[src/rtl/mmul_pkg.sv]
// Shared definitions for the word-serial Montgomery multiplier: controller state
// codes, operand-select codes and counter-width helper.
package mmul_pkg;

  typedef logic [2:0] state_t;

  localparam state_t StIdle  = 3'd0;
  localparam state_t StAdd   = 3'd1;
  localparam state_t StShift = 3'd2;
  localparam state_t StSub   = 3'd3;
  localparam state_t StDrain = 3'd4;

  localparam logic [1:0] LdA = 2'b00;
  localparam logic [1:0] LdB = 2'b01;
  localparam logic [1:0] LdP = 2'b10;

  // Counter width able to hold n_vals distinct values (never narrower than 1 bit).
  function automatic int unsigned cnt_width(input int unsigned n_vals);
    return (n_vals <= 2) ? 1 : $clog2(n_vals);
  endfunction

endpackage

[src/rtl/mmul_core_param_if.sv]
// Load / start / drain signal bundle of the Montgomery multiplier.
// master = operand loader / consumer side, slave = multiplier core.
interface mmul_core_param_if #(
  parameter int unsigned DW = 16
);
  logic          ld_en;
  logic [1:0]    ld_sel;
  logic [DW-1:0] din;
  logic          start;
  logic          busy;
  logic          done;
  logic          err;
  logic [DW-1:0] dout;
  logic          dout_valid;
  logic          dout_ready;

  modport master (
    output ld_en, ld_sel, din, start, dout_ready,
    input  busy, done, err, dout, dout_valid
  );

  modport slave (
    input  ld_en, ld_sel, din, start, dout_ready,
    output busy, done, err, dout, dout_valid
  );
endinterface

[src/rtl/mmul_word_add3.sv]
// DW-bit three-operand word adder with a 2-bit carry chain. In subtract mode it
// computes a_i - b_i - cin_i[0] and returns the borrow in cout_o[0].
module mmul_word_add3 #(
  parameter int unsigned DW = 16
) (
  input  logic [DW-1:0] a_i,
  input  logic [DW-1:0] b_i,
  input  logic [DW-1:0] c_i,
  input  logic [1:0]    cin_i,
  input  logic          sub_i,
  output logic [DW-1:0] sum_o,
  output logic [1:0]    cout_o
);

  logic [DW+1:0] sum;

  // Add: a+b+c+cin; subtract: a + ~b + !borrow, carry out means no borrow.
  always_comb begin
    if (sub_i) begin
      sum = {2'b00, a_i} + {2'b00, ~b_i} + {{(DW + 1){1'b0}}, ~cin_i[0]};
    end else begin
      sum = {2'b00, a_i} + {2'b00, b_i} + {2'b00, c_i} + {{DW{1'b0}}, cin_i};
    end
    sum_o  = sum[DW-1:0];
    cout_o = sub_i ? {1'b0, ~sum[DW]} : sum[DW+1:DW];
  end

endmodule

[src/rtl/mmul_core_param.sv]
// Word-serial radix-2 Montgomery multiplier, R = A*B*2^-N mod P.
// Operand registers rotate by one word per datapath cycle so the shared adder
// always works on word 0; A rotates one bit per SHIFT. Everything returns to its
// loaded orientation at the end of a run, so operands can be reused.
// Requires W = N/DW >= 2.
// Optional feature: define MMUL_SKIP_ZERO_EN to skip the ADD pass for bits where
// A[i]==0 and C[0]==0 (data-dependent latency). Undefined: constant-time.
module mmul_core_param
  import mmul_pkg::*;
#(
  parameter int unsigned N  = 256,
  parameter int unsigned DW = 16
) (
  input logic               clk,
  input logic               rst_n,
  mmul_core_param_if.slave  bus
);

  localparam int unsigned W   = N / DW;
  localparam int unsigned BcW = cnt_width(N);
  localparam int unsigned WcW = cnt_width(W + 1);

  localparam logic [BcW-1:0] BitLast  = BcW'(N - 1);
  localparam logic [WcW-1:0] WordLast = WcW'(W - 1);
  localparam logic [WcW-1:0] WordSel  = WcW'(W);

  state_t         state_q, state_d;
  logic [N-1:0]   a_q, a_d;
  logic [N-1:0]   b_q, b_d;
  logic [N-1:0]   p_q, p_d;
  logic [N+1:0]   c_q, c_d;
  logic [N-1:0]   r_q, r_d;
  logic [BcW-1:0] bit_cnt_q, bit_cnt_d;
  logic [WcW-1:0] word_cnt_q, word_cnt_d;
  logic [1:0]     cy_q, cy_d;
  logic           q_q, q_d;
  logic           done_q, done_d;
  logic           err_q, err_d;

  logic [DW-1:0]  add_b, add_c, add_s;
  logic [1:0]     add_cin, add_cout;
  logic           add_sub;
  logic           first_word;
  logic           q_eff;
  logic           use_d;
  logic           skip_now;

  mmul_word_add3 #(
    .DW (DW)
  ) u_add (
    .a_i    (c_q[DW-1:0]),
    .b_i    (add_b),
    .c_i    (add_c),
    .cin_i  (add_cin),
    .sub_i  (add_sub),
    .sum_o  (add_s),
    .cout_o (add_cout)
  );

`ifdef MMUL_SKIP_ZERO_EN
  // Skip decision for the bit about to start: from IDLE C is zero, from SHIFT the
  // next a and C[0] are the current bit 1 values.
  always_comb begin
    if (state_q == StIdle) begin
      skip_now = ~a_q[0];
    end else begin
      skip_now = ~a_q[1] & ~c_q[1];
    end
  end
`else
  assign skip_now = 1'b0;
`endif

  // Controller and word-serial datapath next state.
  always_comb begin
    state_d    = state_q;
    a_d        = a_q;
    b_d        = b_q;
    p_d        = p_q;
    c_d        = c_q;
    r_d        = r_q;
    bit_cnt_d  = bit_cnt_q;
    word_cnt_d = word_cnt_q;
    cy_d       = cy_q;
    q_d        = q_q;
    done_d     = 1'b0;
    err_d      = 1'b0;
    add_b      = '0;
    add_c      = '0;
    add_cin    = 2'b00;
    add_sub    = 1'b0;
    use_d      = 1'b0;
    first_word = (word_cnt_q == '0);
    // q is fixed by word 0 of the pass; later words see rotated C/B.
    q_eff      = first_word ? (c_q[0] ^ (a_q[0] & b_q[0])) : q_q;

    case (state_q)
      StIdle: begin
        if (bus.start) begin
          if (p_q[0]) begin
            c_d        = '0;
            bit_cnt_d  = '0;
            word_cnt_d = '0;
            state_d    = skip_now ? StShift : StAdd;
          end else begin
            err_d = 1'b1;
          end
        end else if (bus.ld_en) begin
          case (bus.ld_sel)
            LdA:     a_d = {bus.din, a_q[N-1:DW]};
            LdB:     b_d = {bus.din, b_q[N-1:DW]};
            LdP:     p_d = {bus.din, p_q[N-1:DW]};
            default: ;
          endcase
        end
      end

      StAdd: begin
        add_b   = a_q[0] ? b_q[DW-1:0] : '0;
        add_c   = q_eff ? p_q[DW-1:0] : '0;
        add_cin = first_word ? 2'b00 : cy_q;
        q_d     = q_eff;
        cy_d    = add_cout;
        b_d     = {b_q[DW-1:0], b_q[N-1:DW]};
        p_d     = {p_q[DW-1:0], p_q[N-1:DW]};
        c_d[N-1:0] = {add_s, c_q[N-1:DW]};
        if (word_cnt_q == WordLast) begin
          // C[N] can already be set (C < 2P), so accumulate rather than overwrite.
          c_d[N+1:N] = c_q[N+1:N] + add_cout;
          word_cnt_d = '0;
          state_d    = StShift;
        end else begin
          word_cnt_d = word_cnt_q + WcW'(1);
        end
      end

      StShift: begin
        c_d = c_q >> 1;
        a_d = {a_q[0], a_q[N-1:1]};
        if (bit_cnt_q == BitLast) begin
          bit_cnt_d  = '0;
          word_cnt_d = '0;
          state_d    = StSub;
        end else begin
          bit_cnt_d = bit_cnt_q + BcW'(1);
          state_d   = skip_now ? StShift : StAdd;
        end
      end

      StSub: begin
        if (word_cnt_q == WordSel) begin
          // Borrow of C - P is in cy_q[0]; keep C only if it was already below P.
          use_d      = (c_q[N+1:N] != 2'b00) || !cy_q[0];
          r_d        = use_d ? r_q : c_q[N-1:0];
          done_d     = 1'b1;
          word_cnt_d = '0;
          state_d    = StDrain;
        end else begin
          add_sub    = 1'b1;
          add_b      = p_q[DW-1:0];
          add_cin    = {1'b0, first_word ? 1'b0 : cy_q[0]};
          cy_d       = add_cout;
          p_d        = {p_q[DW-1:0], p_q[N-1:DW]};
          c_d[N-1:0] = {c_q[DW-1:0], c_q[N-1:DW]};
          r_d        = {add_s, r_q[N-1:DW]};
          word_cnt_d = word_cnt_q + WcW'(1);
        end
      end

      StDrain: begin
        if (bus.dout_ready) begin
          r_d = {r_q[DW-1:0], r_q[N-1:DW]};
          if (word_cnt_q == WordLast) begin
            word_cnt_d = '0;
            state_d    = StIdle;
          end else begin
            word_cnt_d = word_cnt_q + WcW'(1);
          end
        end
      end

      default: state_d = StIdle;
    endcase
  end

  // State registers; reset aborts any run and clears operands.
  always_ff @(posedge clk or negedge rst_n) begin
    if (!rst_n) begin
      state_q    <= StIdle;
      a_q        <= '0;
      b_q        <= '0;
      p_q        <= '0;
      c_q        <= '0;
      r_q        <= '0;
      bit_cnt_q  <= '0;
      word_cnt_q <= '0;
      cy_q       <= 2'b00;
      q_q        <= 1'b0;
      done_q     <= 1'b0;
      err_q      <= 1'b0;
    end else begin
      state_q    <= state_d;
      a_q        <= a_d;
      b_q        <= b_d;
      p_q        <= p_d;
      c_q        <= c_d;
      r_q        <= r_d;
      bit_cnt_q  <= bit_cnt_d;
      word_cnt_q <= word_cnt_d;
      cy_q       <= cy_d;
      q_q        <= q_d;
      done_q     <= done_d;
      err_q      <= err_d;
    end
  end

  // Outputs decoded from registered state; dout is forced to zero outside DRAIN.
  always_comb begin
    bus.busy       = (state_q != StIdle);
    bus.done       = done_q;
    bus.err        = err_q;
    bus.dout_valid = (state_q == StDrain);
    bus.dout       = (state_q == StDrain) ? r_q[DW-1:0] : '0;
  end

endmodule

[src/flat_wrapper.sv]
// flat-port wrapper written by rule: the top's interface ports become plain ports
module mmul_core_param_flat import mmul_pkg::*;
#(
  parameter int unsigned N  = 256,
  parameter int unsigned DW = 16
)
  (clk, rst_n, bus_ld_en, bus_ld_sel, bus_din, bus_start, bus_dout_ready, bus_busy, bus_done, bus_err, bus_dout, bus_dout_valid);
  mmul_core_param_if #(.DW(DW)) bus_i ();
  input logic clk;
  input logic rst_n;
  input wire logic [$bits(bus_i.ld_en)-1:0] bus_ld_en;
  input wire logic [$bits(bus_i.ld_sel)-1:0] bus_ld_sel;
  input wire logic [$bits(bus_i.din)-1:0] bus_din;
  input wire logic [$bits(bus_i.start)-1:0] bus_start;
  input wire logic [$bits(bus_i.dout_ready)-1:0] bus_dout_ready;
  output wire logic [$bits(bus_i.busy)-1:0] bus_busy;
  output wire logic [$bits(bus_i.done)-1:0] bus_done;
  output wire logic [$bits(bus_i.err)-1:0] bus_err;
  output wire logic [$bits(bus_i.dout)-1:0] bus_dout;
  output wire logic [$bits(bus_i.dout_valid)-1:0] bus_dout_valid;
  assign bus_i.ld_en = bus_ld_en;
  assign bus_i.ld_sel = bus_ld_sel;
  assign bus_i.din = bus_din;
  assign bus_i.start = bus_start;
  assign bus_i.dout_ready = bus_dout_ready;
  assign bus_busy = bus_i.busy;
  assign bus_done = bus_i.done;
  assign bus_err = bus_i.err;
  assign bus_dout = bus_i.dout;
  assign bus_dout_valid = bus_i.dout_valid;
  mmul_core_param #(.N(N), .DW(DW)) u_core (.clk(clk), .rst_n(rst_n), .bus(bus_i));
endmodule
[config.mk]
export PLATFORM = sky130hd
export DESIGN_NAME = mmul_core_param_flat
export DESIGN_NICKNAME = d
export VERILOG_FILES = /design/src/rtl/mmul_pkg.sv /design/src/rtl/mmul_core_param_if.sv /design/src/rtl/mmul_word_add3.sv /design/src/rtl/mmul_core_param.sv /design/src/flat_wrapper.sv
export SDC_FILE = /design/constraint.sdc
export NUM_CORES = 2
export LEC_CHECK = 0
export ABC_AREA = 1
export CAP_MARGIN = 20
export CORE_ASPECT_RATIO = 0.7
export CORE_MARGIN = 2
export CORE_UTILIZATION = 50
export DETAILED_ROUTE_END_ITERATION = 10
export MAX_ROUTING_LAYER = met4
export PLACE_DENSITY = 0.68
export SLEW_MARGIN = 15
export SYNTH_ARGS = -nofsm -noshare
export SYNTH_HDL_FRONTEND = slang
export SYNTH_SLANG_ARGS = --single-unit
[constraint.sdc]
create_clock -name clk -period 4 [get_ports clk]
set_clock_uncertainty 0.15 [all_clocks]
set_input_delay 0.6 -clock clk [delete_from_list [all_inputs] [get_ports clk]]
set_output_delay 0.6 -clock clk [all_outputs]
set_load 0.02 [all_outputs]
* After elaboration in Yosys (flattened, before gate mapping)
Index checks and enable logic that the tools add are counted.
** Word-level totals
- Register bits after elaboration :: 1303
- Input bits :: 23
- Output and inout port bits :: 20
- Logic and storage cells :: 138
** Cells by class
- $add $sub $neg :: 8
- Equality and inequality tests :: 23
- Muxes and demuxes :: 64
- Bitwise gates (word level) :: 5
- Reduce and logical (&&, ||, !) cells :: 25
** Operator list (number)
- $mux W256 :: 14
- $pmux W256 S2 :: 3
- $pmux W256 S4 :: 1
- $pmux W256 S3 :: 1
- $mux W258 :: 2
- $mux W16 :: 5
- $add A16 B16 Y17 :: 2
- $pmux W16 S2 :: 1
- $mux W5 :: 6
- $pmux W5 S5 :: 1
- $mux W8 :: 3
- $add A17 B1 Y18 :: 1
- $add A17 B16 Y18 :: 1
- $add A18 B2 Y18 :: 1
- $mux W18 :: 1
- $mux W3 :: 6
- $ne A2 B2 Y1 const B :: 8
- $not A16 Y16 :: 1
- $pmux W8 S2 :: 1
- $reduce_and A4 Y1 :: 4
- $pmux W3 S5 :: 1
- $mux W1 :: 10
- $mux W2 :: 5
- $ne A2 B1 Y1 const B :: 5
- other kinds (30) :: 41

* Depth between registers and ports, before layout
- Depth after elaboration :: 13
- Depth in mapped cells :: 33
- Mapped depth without buffers :: 32

* Modules after synthesis
From an unflattened synthesis, not the netlist that was laid out.
** Second synthesis, totals
- Cell total of the unflattened synthesis :: 8261
- Area, all modules :: 63020.4 µm²
** Modules (own cells, without submodules)
- mmul_core_param :: times used 1, cells each 7741, area each 60098.9 µm², sequential area each 32606.3 µm²
- mmul_word_add3 :: times used 1, cells each 520, area each 2921.6 µm², sequential area each 0.0 µm²

* Least setup slack after synthesis
OpenSTA, ideal clock, no wires.
- Path type :: flip-flop to flip-flop
- From :: register u_core.state_q[2]
- To :: register u_core.c_q[257]
- Setup time :: 118 ps
- Arrival :: 4134 ps
- Required time :: 3732 ps
- Setup slack :: -402 ps
- Cell stages (with the launch flop) :: 30
- Path buffers :: 2
- Clock period less this slack :: 4402 ps
- Cells stage by stage :: dfrtp_1 inv_2 nand2_2 buf_2 inv_1 clkbuf_1 nand2_1 o22ai_1 inv_1 fa_1 fa_1 inv_1 ha_1 nand2_1 nand2_1 and2_1 nand2_1 nand2_1 nand3_1 nand3b_1 nand2_1 nand2_1 and2_1 ha_1 xor2_1 inv_1 nand3_1 nand2_1 nand3_1 nand2_1
** Between the ends
- Word-level cells in the longest chain between the ends :: 11
- Elaborated cells between the ends (all ways) :: 26
- Classes of those cells :: add/sub (6); eq/ne (6); mux (8); bitwise (3); reduce/logical (3)
** RTL lines
- start, declared :: line mmul_core_param.sv:27 : state_t state_q, state_d;
- start signal, assigned :: line mmul_core_param.sv:189 : state_q <= StIdle;
- start signal, assigned :: line mmul_core_param.sv:202 : state_q <= state_d;
- $eq A3 B2 Y1 or $eq A3 B1 Y1 (tied branches) :: line mmul_core_param.sv:97 : case (state_q)
- $pmux W16 S2 :: line mmul_core_param.sv:97
- $add A16 B16 Y17 or $not A16 Y16 (tied branches) :: line mmul_word_add3.sv:22, mmul_word_add3.sv:20
- $add A17 B16 Y18 or $add A16 B16 Y17 (tied branches) :: line mmul_word_add3.sv:22, mmul_word_add3.sv:20
- $add A18 B2 Y18 or $add A17 B1 Y18 (tied branches) :: line mmul_word_add3.sv:22, mmul_word_add3.sv:20
- $mux W18 :: line mmul_word_add3.sv:19 : if (sub_i) begin
- $not A1 Y1 :: line mmul_word_add3.sv:25 : cout_o = sub_i ? {1'b0, ~sum[DW]} : sum[DW+1:DW];
- $mux W2 * :: line mmul_word_add3.sv:25
- named net u_core.add_cout[0] :: line mmul_core_param.sv:41 : logic [1:0] add_cin, add_cout;
- $add A2 B2 Y2 * :: line mmul_core_param.sv:129 : c_d[N+1:N] = c_q[N+1:N] + add_cout;
- $mux W2 * :: line mmul_core_param.sv:127 : if (word_cnt_q == WordLast) begin
- $pmux W2 S3 * :: line mmul_core_param.sv:97
- end signal, assigned :: line mmul_core_param.sv:193 : c_q <= '0;
- end signal, assigned :: line mmul_core_param.sv:206 : c_q <= c_d;
- end, declared :: line mmul_core_param.sv:31 : logic [N+1:0] c_q, c_d;
Mark *: on every way through the listed nets, which the timed path passes. The rest lies on a longest branch. The select of a mux whose other input is x is not followed.
A chain may end at the register's enable or synchronous reset.

* Worst setup path in the final report
- From :: register u_core.word_cnt_q[0]
- To :: register u_core.c_q[257]
** Between the ends
- Word-level cells in the longest chain between the ends :: 12
- Elaborated cells between the ends (all ways) :: 29
- Classes of those cells :: add/sub (6); eq/ne (3); mux (15); bitwise (3); reduce/logical (2)
** RTL lines
- start, declared :: line mmul_core_param.sv:34 : logic [WcW-1:0] word_cnt_q, word_cnt_d;
- start signal, assigned :: line mmul_core_param.sv:209 : word_cnt_q <= word_cnt_d;
- $eq A5 B5 Y1 or $logic_not A5 Y1 (tied branches) :: line mmul_core_param.sv:151, mmul_core_param.sv:93
- $mux W16 (tied with other cells) :: line mmul_core_param.sv:151 : if (word_cnt_q == WordSel) begin
- $pmux W16 S2 (tied with other cells) :: line mmul_core_param.sv:97
- $add A16 B16 Y17 (tied with other cells) :: line mmul_word_add3.sv:22 : sum = {2'b00, a_i} + {2'b00, b_i} + {2'b00, c_i} + {{DW{1'b0}}, cin_i};
- $add A17 B16 Y18 (tied with other cells) :: line mmul_word_add3.sv:22
- $add A18 B2 Y18 or $add A17 B1 Y18 (tied branches) :: line mmul_word_add3.sv:22, mmul_word_add3.sv:20
- $mux W18 :: line mmul_word_add3.sv:19
- $not A1 Y1 :: line mmul_word_add3.sv:25
- $mux W2 * :: line mmul_word_add3.sv:25
- named net u_core.add_cout[0] :: line mmul_core_param.sv:41
- $add A2 B2 Y2 * :: line mmul_core_param.sv:129
- $mux W2 * :: line mmul_core_param.sv:127
- $pmux W2 S3 * :: line mmul_core_param.sv:97
Marks and branches as above.

==> flow_metrics.tcl <==
set metrics [dict create \
    p_leak_nw 29.6 \
    placed_cell_area_sq_um 62200 \
    finalPower_w 0.0468 \
    overflow 0 \
    async_flop_share_pct 100 \
    clk_pin_slew_ns 0.07 \
    core_area_sq_um 117000 \
    crit_type "flop to flop" \
    seq_area_frac_synth_pct 55.0 \
    cts.sinks 1303 \
    fmax_mhz 238 \
    finalCritPeriodShare_pct 105 \
    start_kind "flop" \
    drive_above_1_share_pct 8.58 \
    finalHoldViolCount 0 \
    slowest_stage "fa_1" \
    netlist_area_sq_um 59300 \
    die_w_um 416 \
    place.gp.congestion 0.958 \
    dieArea_sq_um 121000 \
    critPathRequiredTime_ns 4.49 \
    n_fill_cell 10530 \
    min_path_cells 2 \
    slew_violations 0 \
    synth_flop_cell "dfrtp_1" \
    syn_nets 7092 \
    post_synth_num_cell_types 42 \
    whs_ns 0.329 \
    drc 0 \
    worst_slack_ns -0.196 \
    wl_per_cell_um 17.2 \
    worstMarginPinSlew_ns 1.15 \
    finalSetupViolations 17 \
    vias 46985 \
    grt_max_degree 250 \
    slew_headroom_pct 23.3 \
    vias_per_cell 5.48 \
    root_buffer "clkbuf_16" \
    hp-class "flop to flop" \
    max_stage_delay_ns 0.52 \
    endpoint_kind "flop" \
    io_pins 43 \
    grt_util_all_layers_pct 25.2 \
    status "finished, violations left" \
    antenna_found_initial 2 \
    crit_fanout 5 \
    first_iter_violations 5175 \
    crit_family "simple AND/OR/NAND/NOR gates" \
    antenna_left 0 \
    synth_seq_cells 1303 \
    final_cells 8569 \
    rsz0062_at_grt "yes" \
    clock_latency_ns 0.75 \
    final_nets 7011 \
    dp_hpwl_um 94600 \
    drtPass1Iterations 7 \
    grt_pass1_vias 43986 \
    grt_pass1_wl_um 242000 \
    ff2ff_path_depth 30 \
    cts_max_level 3 \
    path_buf_inv 5 \
    cp_common_cell "nand2_1" \
    synth_edf_count 0 \
    numCtsBuffers 121 \
    ys_warn_count 0 \
    syn_area_per_cell_sq_um 8.48 \
    cts.path.max_buffers 3 \
    initial_core_util_pct 50.5 \
    cts_tree "yes" \
    placed_cells 8334 \
    fin_area_sq_um 66900 \
    fp-row-count 105 \
    violations "negative setup slack" \
    syn_inst 6997 \
    area_delta_synth_final_pct 12.9 \
    port_buffers 42 \
    period_needed_ns 4.20 \
    crit_cells 30 \
    die_y_um 292 \
    drt_wl_total_um 148000 \
    ir_worst_vdd_v 0.000563 \
    cp_data_arrival_time_ns 4.68 \
    powerDensity_nw_per_um2 699 \
    drv_cap 0 \
]
[stage by stage]
| step | setup slack [ns] | utilization [%] | setup TNS (ns) |
|---|---|---|---|
| 2_1_floorplan | -0.0676 | - | -0.0676 |
| 3_3_place_gp | -0.434 | 53.0 | -4.47 |
| 3_5_place_dp | -0.445 | 53.0 | -4.99 |
| 4_1_cts | -0.172 | 56.8 | -0.593 |
| 5_1_grt | -0.415 | 57.0 | -4.80 |
| 6_report | -0.196 | 57.0 | -1.12 |
[power by group]
part	switching, W	internal [W]	total, W
sequential	0.00226	0.0177	0.0200
combinational	0.0102	0.00488	0.0151
clock	0.00515	0.00659	0.0117
total	0.0176	0.0292	0.0468
[registers in the layout, indices dropped and copies added, names as in the netlist]
signal and cells:
u_core.c_q 258, u_core.bus.done 1, u_core.bus.err 1, u_core.state_q 3, u_core.word_cnt_q 5, u_core.bit_cnt_q 8, u_core.p_q 256, u_core.a_q 256
u_core.r_q 256, u_core.q_q 1, u_core.cy_q 2, u_core.b_q 256
[layout by cell type, fill, tap and decap left out, types with 6 or more instances in the layout]
cell type	n
nand3_1	243
inv_2	14
nor2_1	268
o21ai_1	197
fa_1	17
nand2_2	22
nor2_4	11
xnor2_1	6
nor2_2	20
inv_6	8
clkbuf_8	39
nand4_1	6
ha_4	22
o21ai_0	935
clkinv_2	22
dfrtp_1	1303
o211ai_1	262
nand2_1	1590
ha_1	30
clkdlybuf4s50_1	40
a21oi_2	6
buf_4	183
clkbuf_16	122
nand3_2	19
nand2_4	8
o22ai_1	261
a21oi_1	29
a31oi_1	221
buf_12	52
clkbuf_1	27
nor3_1	15
inv_1	943
[Yosys cell counts (3+ instances only)]
cell      number  share of area, %
o21ai_1      192               1.6
nand2_2        4             0.042
clkbuf_1     259               1.6
o31ai_1        3             0.038
nand2_1     1619                10
buf_4         21              0.27
ha_1          52               1.1
nand3b_1       5             0.063
o21ai_0      942               7.9
inv_1        953               6.0
a31oi_1      221               2.3
clkbuf_2       5             0.042
xnor2_1        8              0.12
a21oi_1       35              0.30
nor2_1       293               1.9
nand4_1        6             0.063
dfrtp_1     1303                55
and2_1         4             0.042
or2_2          5             0.053
nand3_1      266               2.2
nor3_1        15              0.13
o22ai_1      266               2.8
xor2_1         3             0.044
buf_2        166               1.4
nor2_4         4             0.076
buf_1         35              0.22
fa_1          20              0.68
o211ai_1     262               3.3
inv_2         11             0.070
[cells by family after synthesis]
family                   count (synthesis)  synth area share, %
AO/OA/AOI/OAI                         1932                 18.5
XOR/XNOR                                11                0.162
flip-flops                            1303                 55.0
adder cells (fa/ha/maj)                 72                 1.77
AND/OR/NAND/NOR                       2224                 14.8
buffers and inverters                 1455                 9.72
[timing repair]
action | CTS | global route
hold buffers | 1 | 0
endpoints found under the hold margin | 90 | 0
pin swaps | 35 | 37
gates cloned | 0 | 0
gates resized for setup | 75 | 62
setup endpoints to repair | 27 | 33
buffers inserted | 7 | 2
[layer usage]
layer,vias up,GRT usage [%],share of wire (%)
met1,22767,40.2,50
li1,22771,-,-
met2,1266,33.3,41
met4,0,4.75,1.6
met5,-,-,0
met3,181,4.55,7.3
[tightest hold or removal path: cells and delay by family, from the launching register on]
kind / cells / cell delay, ns
flip-flops: 1 / 0.34
AND/OR/NAND/NOR: 1 / 0.05
AO/OA/AOI/OAI: 1 / 0.06
[final timing paths]
kind,slack (ns),end,from
worst max-delay path,-0.20,u_core.c_q[257],u_core.word_cnt_q[0]
worst min-delay path,0.33,u_core.b_q[162],u_core.b_q[178]
worst max register to register,-0.20,u_core.c_q[257],u_core.word_cnt_q[0]
worst min register to register,0.33,u_core.b_q[162],u_core.b_q[178]
max in group asynchronous,2.25,u_core.r_q[126],rst_n
min in group asynchronous,0.35,u_core.b_q[143],rst_n
[layout make-up]
cell class                      instances  area [sq um]  area share (%)
Clock inverter                         35           345           0.516
Inverter                              968          3680            5.50
Sequential cell                      1303         32600            48.7
Clock buffer                          188          3690            5.51
Tap cell                             1551          1940            2.90
Multi-Input combinational cell       4239         21700            32.5
Antenna cell                            2          5.00         0.00748
Timing Repair Buffer                  283          2920            4.36
(Power assumes the default switching activity.)
